==> src/rtl/tag_ram_nway_sync.sv <==
// N-way set-associative tag RAM with per-way valid bits and a parallel tag compare.
// Latency: a lookup accepted at edge k responds right after edge k (one cycle, registered outputs).
// Backpressure: none; requests and writes that arrive while busy is high are dropped.
//
// Ports:
//   clock, rst_n                - rising-edge clock, asynchronous active-low reset
//   req_valid/req_index/req_tag - lookup request (set index and tag to compare)
//   wr_en/wr_index/wr_way/
//   wr_tag/wr_vld               - write one way of one set (wr_vld=0 invalidates that way)
//   flush                       - one-cycle pulse that starts a full invalidate sweep
//   busy                        - sweep in progress
//   resp_valid/hit/hit_way/
//   resp_tags/resp_vlds         - lookup response; all zero whenever resp_valid is low
module tag_ram_nway_sync #(
    parameter int AWIDTH = 3,
    parameter int TWIDTH = 9,
    parameter int WAYS   = 4,
    localparam int WBITS = (WAYS > 1) ? $clog2(WAYS) : 1,
    localparam int DEPTH = 2 ** AWIDTH
) (
    input  logic                     clock,
    input  logic                     rst_n,
    input  logic                     req_valid,
    input  logic [AWIDTH-1:0]        req_index,
    input  logic [TWIDTH-1:0]        req_tag,
    input  logic                     wr_en,
    input  logic [AWIDTH-1:0]        wr_index,
    input  logic [WBITS-1:0]         wr_way,
    input  logic [TWIDTH-1:0]        wr_tag,
    input  logic                     wr_vld,
    input  logic                     flush,
    output logic                     busy,
    output logic                     resp_valid,
    output logic                     hit,
    output logic [WBITS-1:0]         hit_way,
    output logic [WAYS*TWIDTH-1:0]   resp_tags,
    output logic [WAYS-1:0]          resp_vlds
);

    typedef enum logic {
        SWEEP = 1'b0,
        IDLE  = 1'b1
    } state_e;

    // ------------------------------------------------------------------
    // Storage. The tag array is never reset: a way is only meaningful
    // while its valid bit is set, and valid bits are cleared by the sweep.
    // ------------------------------------------------------------------
    logic [TWIDTH-1:0] tag_mem [DEPTH][WAYS];
    logic [WAYS-1:0]   vld_mem [DEPTH];

    // Sweep state machine.
    state_e            state_q;
    logic [AWIDTH-1:0] cnt_q;
    logic              busy_q;

    // Registered response.
    logic                   resp_valid_q;
    logic                   hit_q,       hit_d;
    logic [WBITS-1:0]       hit_way_q,   hit_way_d;
    logic [WAYS*TWIDTH-1:0] resp_tags_q, resp_tags_d;
    logic [WAYS-1:0]        resp_vlds_q, resp_vlds_d;

    logic            accept;
    logic            wr_go;
    logic [WAYS-1:0] wr_sel;
    logic            same_set;

    assign accept   = req_valid & ~busy_q;
    assign wr_go    = wr_en & ~busy_q;
    assign same_set = (wr_index == req_index);

    // One-hot way decode. Way numbers at or above WAYS select nothing,
    // so an out-of-range wr_way leaves the array untouched.
    always_comb begin
        wr_sel = '0;
        for (int w = 0; w < WAYS; w++) begin
            wr_sel[w] = wr_go && (int'(wr_way) == w);
        end
    end

    // ------------------------------------------------------------------
    // Set read with write-first bypass: a write to the looked-up set in
    // the same cycle is visible in the response.
    // ------------------------------------------------------------------
    always_comb begin
        resp_tags_d = '0;
        resp_vlds_d = '0;
        for (int w = 0; w < WAYS; w++) begin
            if (wr_sel[w] && same_set) begin
                resp_tags_d[w*TWIDTH +: TWIDTH] = wr_tag;
                resp_vlds_d[w]                  = wr_vld;
            end else begin
                resp_tags_d[w*TWIDTH +: TWIDTH] = tag_mem[req_index][w];
                resp_vlds_d[w]                  = vld_mem[req_index][w];
            end
        end
    end

    // Parallel compare. Scanning from the top way down lets the lowest
    // matching way overwrite any higher one, giving lowest-way priority.
    always_comb begin
        hit_d     = 1'b0;
        hit_way_d = '0;
        for (int w = WAYS - 1; w >= 0; w--) begin
            if (resp_vlds_d[w] && (resp_tags_d[w*TWIDTH +: TWIDTH] == req_tag)) begin
                hit_d     = 1'b1;
                hit_way_d = WBITS'(w);
            end
        end
    end

    // ------------------------------------------------------------------
    // Array updates. Writes are already gated off while sweeping, so the
    // sweep and a write can never target the valid array in the same cycle.
    // ------------------------------------------------------------------
    always_ff @(posedge clock) begin
        for (int w = 0; w < WAYS; w++) begin
            if (wr_sel[w]) begin
                tag_mem[wr_index][w] <= wr_tag;
            end
        end
    end

    always_ff @(posedge clock) begin
        if (busy_q) begin
            vld_mem[cnt_q] <= '0;
        end else begin
            for (int w = 0; w < WAYS; w++) begin
                if (wr_sel[w]) begin
                    vld_mem[wr_index][w] <= wr_vld;
                end
            end
        end
    end

    // ------------------------------------------------------------------
    // Sweep FSM. busy is registered alongside the state so it rises on
    // the flush edge and falls on the edge that clears the last set.
    // ------------------------------------------------------------------
    always_ff @(posedge clock or negedge rst_n) begin
        if (!rst_n) begin
            state_q <= SWEEP;
            cnt_q   <= '0;
            busy_q  <= 1'b1;
        end else begin
            case (state_q)
                SWEEP: begin
                    if (cnt_q == AWIDTH'(DEPTH - 1)) begin
                        state_q <= IDLE;
                        cnt_q   <= '0;
                        busy_q  <= 1'b0;
                    end else begin
                        cnt_q <= cnt_q + 1'b1;
                    end
                end
                IDLE: begin
                    if (flush) begin
                        state_q <= SWEEP;
                        cnt_q   <= '0;
                        busy_q  <= 1'b1;
                    end
                end
                default: begin
                    state_q <= SWEEP;
                    cnt_q   <= '0;
                    busy_q  <= 1'b1;
                end
            endcase
        end
    end

    // ------------------------------------------------------------------
    // Response register. Everything is zeroed on cycles without a response
    // so downstream logic can OR or sample the bus without qualifying it.
    // ------------------------------------------------------------------
    always_ff @(posedge clock or negedge rst_n) begin
        if (!rst_n) begin
            resp_valid_q <= 1'b0;
            hit_q        <= 1'b0;
            hit_way_q    <= '0;
            resp_tags_q  <= '0;
            resp_vlds_q  <= '0;
        end else begin
            resp_valid_q <= accept;
            hit_q        <= accept ? hit_d       : 1'b0;
            hit_way_q    <= accept ? hit_way_d   : '0;
            resp_tags_q  <= accept ? resp_tags_d : '0;
            resp_vlds_q  <= accept ? resp_vlds_d : '0;
        end
    end

    assign busy       = busy_q;
    assign resp_valid = resp_valid_q;
    assign hit        = hit_q;
    assign hit_way    = hit_way_q;
    assign resp_tags  = resp_tags_q;
    assign resp_vlds  = resp_vlds_q;

endmodule
==> config.mk <==
export PLATFORM = sky130hd
export DESIGN_NAME = tag_ram_nway_sync
export DESIGN_NICKNAME = d
export VERILOG_FILES = /design/src/rtl/tag_ram_nway_sync.sv
export SDC_FILE = /design/constraint.sdc
export NUM_CORES = 1
export LEC_CHECK = 0
export ABC_AREA = 1
export BUFFER_PORTS_ARGS = -buffer_cell sky130_fd_sc_hd__buf_2
export CORE_ASPECT_RATIO = 0.75
export CORE_MARGIN = 2
export CORE_UTILIZATION = 30
export CTS_CLUSTER_DIAMETER = 40
export DETAILED_ROUTE_END_ITERATION = 7
export GPL_TIMING_DRIVEN = 0
export PLACE_DENSITY_LB_ADDON = 0.08
export SLEW_MARGIN = 20
export SYNTH_ARGS = -nofsm -noshare
export SYNTH_HDL_FRONTEND = slang
export SYNTH_SLANG_ARGS = --single-unit
==> constraint.sdc <==
create_clock -name clock -period 3.15 [get_ports clock]
set_input_delay 0.4725 -clock clock [delete_from_list [all_inputs] [get_ports clock]]
set_output_delay 0.4725 -clock clock [all_outputs]
set_load 0.005 [all_outputs]
==> results.yml <==
pwr:
  p_seq_share_pct: 43.8
  p_switching_mw: 3.667
  pwr_density_cell_nw_per_um2: 682.1
  clock_power_share_pct: 43.8
  combinationalPowerShare_pct: 12.4
  p_sw_share_pct: 28.28
  p_leak_nw: 7.640
  power.total_mw: 12.97
  intPower_mw: 9.298
  ir_worst_vdd_mv: 0.4074
grt:
  overflow: 0
  grtUsageTotal_pct: 20.94
  grt_max_degree: 50
  grtUsageMet2_pct: 29.03
  grt-busiest-layer: "met1"
  antenna_found_initial: 1
  grt_pass1_vias: 11450
  grt_pass1_wl_um: 82200
  grtUsageMet3_pct: 5.357
  grt_use_met1_pct: 32.00
final_layout:
  final_common_cell: "nand2_1"
  fin_cells: 2462
  syn2layout_area_growth_pct: 18.81
  register_area_sq_um: 10840
  fill_cells: 5335
  multi_input_area_sq_um: 4681
  layout_common_cells: "nand2_1, edfxtp_1, nand3_1"
  drive_gt1_share_pct: 14.06
  diodes: 0
  post-route-util_pct: 35.94
  final_nets: 1742
  design_area_sq_um: 19010
clocking:
  clock_latency_ns: 0.58
  cts_setup_buffers: 0
  cts_made_buffers: 52
  cts_tree: "yes"
  cts.path.max_buffers: 3
  path_clk_slew_ns: 0.06
  htree_num_levels: 2
  cts_root_buffer: "clkbuf_16"
  cts_sinks: 369
place:
  gp_congestion: 0.9024
  hpwl_um: 39930
  post-place-ws_ns: -0.09066
  io_buffer_count: 73
  dpl_cell_area_sq_um: 17310
  dp_cells: 2365
drt:
  firstDrtPassIters: 6
  wl_um: 57740
  wire_per_inst_um: 23.45
  ant_nets: 0
  via_per_inst: 4.883
  vias: 12020
  drcViolationCount: 0
  drtIter0Drc: 1200
floorplanning:
  rows: 73
  io_pins: 77
  initial_core_util_pct: 30.25
  die-width_um: 270.7
  die_h_um: 204.0
  coreArea_sq_um: 52880
  die-area_sq_um: 55210
worst_setup_path:
  crit_arrival_ns: 3.45
  critPathLaunch: "busy$_DFFE_PN1P_"
  crit_type: "register to register"
  crit_top_cell: "nand2_1"
  endpoint_kind: "register"
  cpPeakStageDelay_ns: 0.62
  r2r-start: "busy$_DFFE_PN1P_"
  path_cells: "inv_2 -> nand2_1 -> buf_6 -> nor3_4 -> nand3_1 -> buf_2 -> nand3_1 -> nand2_1 -> nand2_1 -> nand2_1 -> nand2_1 -> nor2_1 -> nand3_1 -> nand2_1 -> nand2_1 -> nand2_1"
  cp_max_fo: 10
  rr_worst_depth: 16
  crit_slowest_cell: "dfstp_2"
  cp-start-kind: "register"
  crit_required_ns: 3.67
timing:
  report.final.slew_viol_count: 0
  final.period_utilization_pct: 93.01
  worst_pin_slew_ns: 1.109
  skew_ns: 0.02558
  relSlewSlack_pct: 25.77
  fin_crit_ns: 2.930
  finalSetupViolations: 0
  fin_tns_setup_ns: 0
  hold_ws_ns: 0.1506
  finalWorstSetupSlack_ns: 0.2201
  finalHoldViolations: 0
  fmaxAchievable_mhz: 341.3
  rsz0062_at_grt: "false"
synthesis:
  synth_xor_area_share_pct: 0
  ys_ff_latch: 369
  seq_area_frac_synth_pct: 67.73
  synthTopCellsByArea: "edfxtp_1, nand2_1, nand3_1, dfrtp_1, nor2_1"
  synth_top_area_share_pct: 60.06
  yosys.area_share.simple_pct: 27.83
  ys_types: 28
  syn_area_sq_um: 16000
  synthCells: 1579
  muxShareOfSynthArea_pct: 0
  synth_top_family_by_area: "simple AND/OR/NAND/NOR gates"
  synth-compound-area-share_pct: 0.9150
  syn-mean-instance-area_sq_um: 10.13
  synth-adder-area-share_pct: 0.1564
  synth_nets: 1613
  yosys_warnings: 0
  yosysTopAreaCell: "edfxtp_1"
hold_path:
  hold_class: "primary input to register"
  min_path_cells: 3
  min-delay-start: "flush"
flow_run:
  maxCapViolations: 0
status:
  status: "completed"
==> metal layers <==
metal	wire length (um)	vias up
met3	5002	83
met5	0	-
met4	1425	0
met1	28380	5889
li1	-	5627
met2	22930	423
==> cells by family (layout without fill, tap and decap cells) <==
family                   count (synthesis)  in the layout
AND/OR/NAND/NOR                       1054           1054
buffers and inverters                  125            296
flip-flops                             369            369
AO/OA/AOI/OAI                           29             29
adder cells (fa/ha/maj)                  2              2
==> sequential cells by signal, summed over array words and instances, names as in the netlist <==
signal / flops
resp_tags: 36
state_q: 1
busy: 1
resp_vlds: 4
resp_valid: 1
vld_mem: 32
hit_way: 2
tag_mem: 288
hit: 1
cnt_q: 3
==> repair_timing <==
action                     4_1_cts  5_1_grt
setup endpoints to repair        0        2
hold buffers                     0        1
hold endpoints to repair         0       48
gates resized for setup          0        2
==> final timing paths <==
check | slack [ns] | endpoint
max in group asynchronous | 2.25 | resp_vlds[0]$_DFF_PN0_
min in group asynchronous | 0.46 | resp_tags[24]$_DFF_PN0_
min reg2reg | 0.51 | state_q$_DFF_PN0_
max reg2reg | 0.22 | hit$_DFF_PN0_
min | 0.15 | busy$_DFFE_PN1P_
max | 0.22 | hit$_DFF_PN0_
==> synthesized netlist by cell type (all sizes together) <==
master,number
dfrtp,48
a21oi,7
nor2,152
nor3,3
dfstp,1
clkbuf,28
edfxtp,320
inv,55
o21ai,21
and3,2
o22ai,1
buf,42
nand3,293
nand4,6
ha,2
nand2,598
==> power by group through the flow <==
stage	sequential, mW	combinational [mW]	clock (mW)
final	5.68	1.61	5.68
after global routing	5.70	1.80	5.99
after CTS	5.68	1.61	5.76
after detailed placement	5.78	1.61	0
after global placement	5.78	1.59	0
after floorplan	5.77	0.876	0
==> cell type report <==
| type | instances | area share, % |
|---|---|---|
| plain buffers | 70 | 1.738 |
| clock buffers | 59 | 7.096 |
| clock inverters | 37 | 1.698 |
| inverters | 55 | 1.099 |
| multi-input cells | 1085 | 24.62 |
| flip-flops and latches | 369 | 57.01 |
| well taps | 712 | 4.687 |
| repair buffers | 75 | 2.047 |
==> critical path, delay by kind of cell (launching register included) <==
kind,cells,cell delay (ns)
and+or+nand+nor,13,1.66
buffers and inverters,3,0.59
DFF,1,0.62
Power figures use the tool's default switching activity.
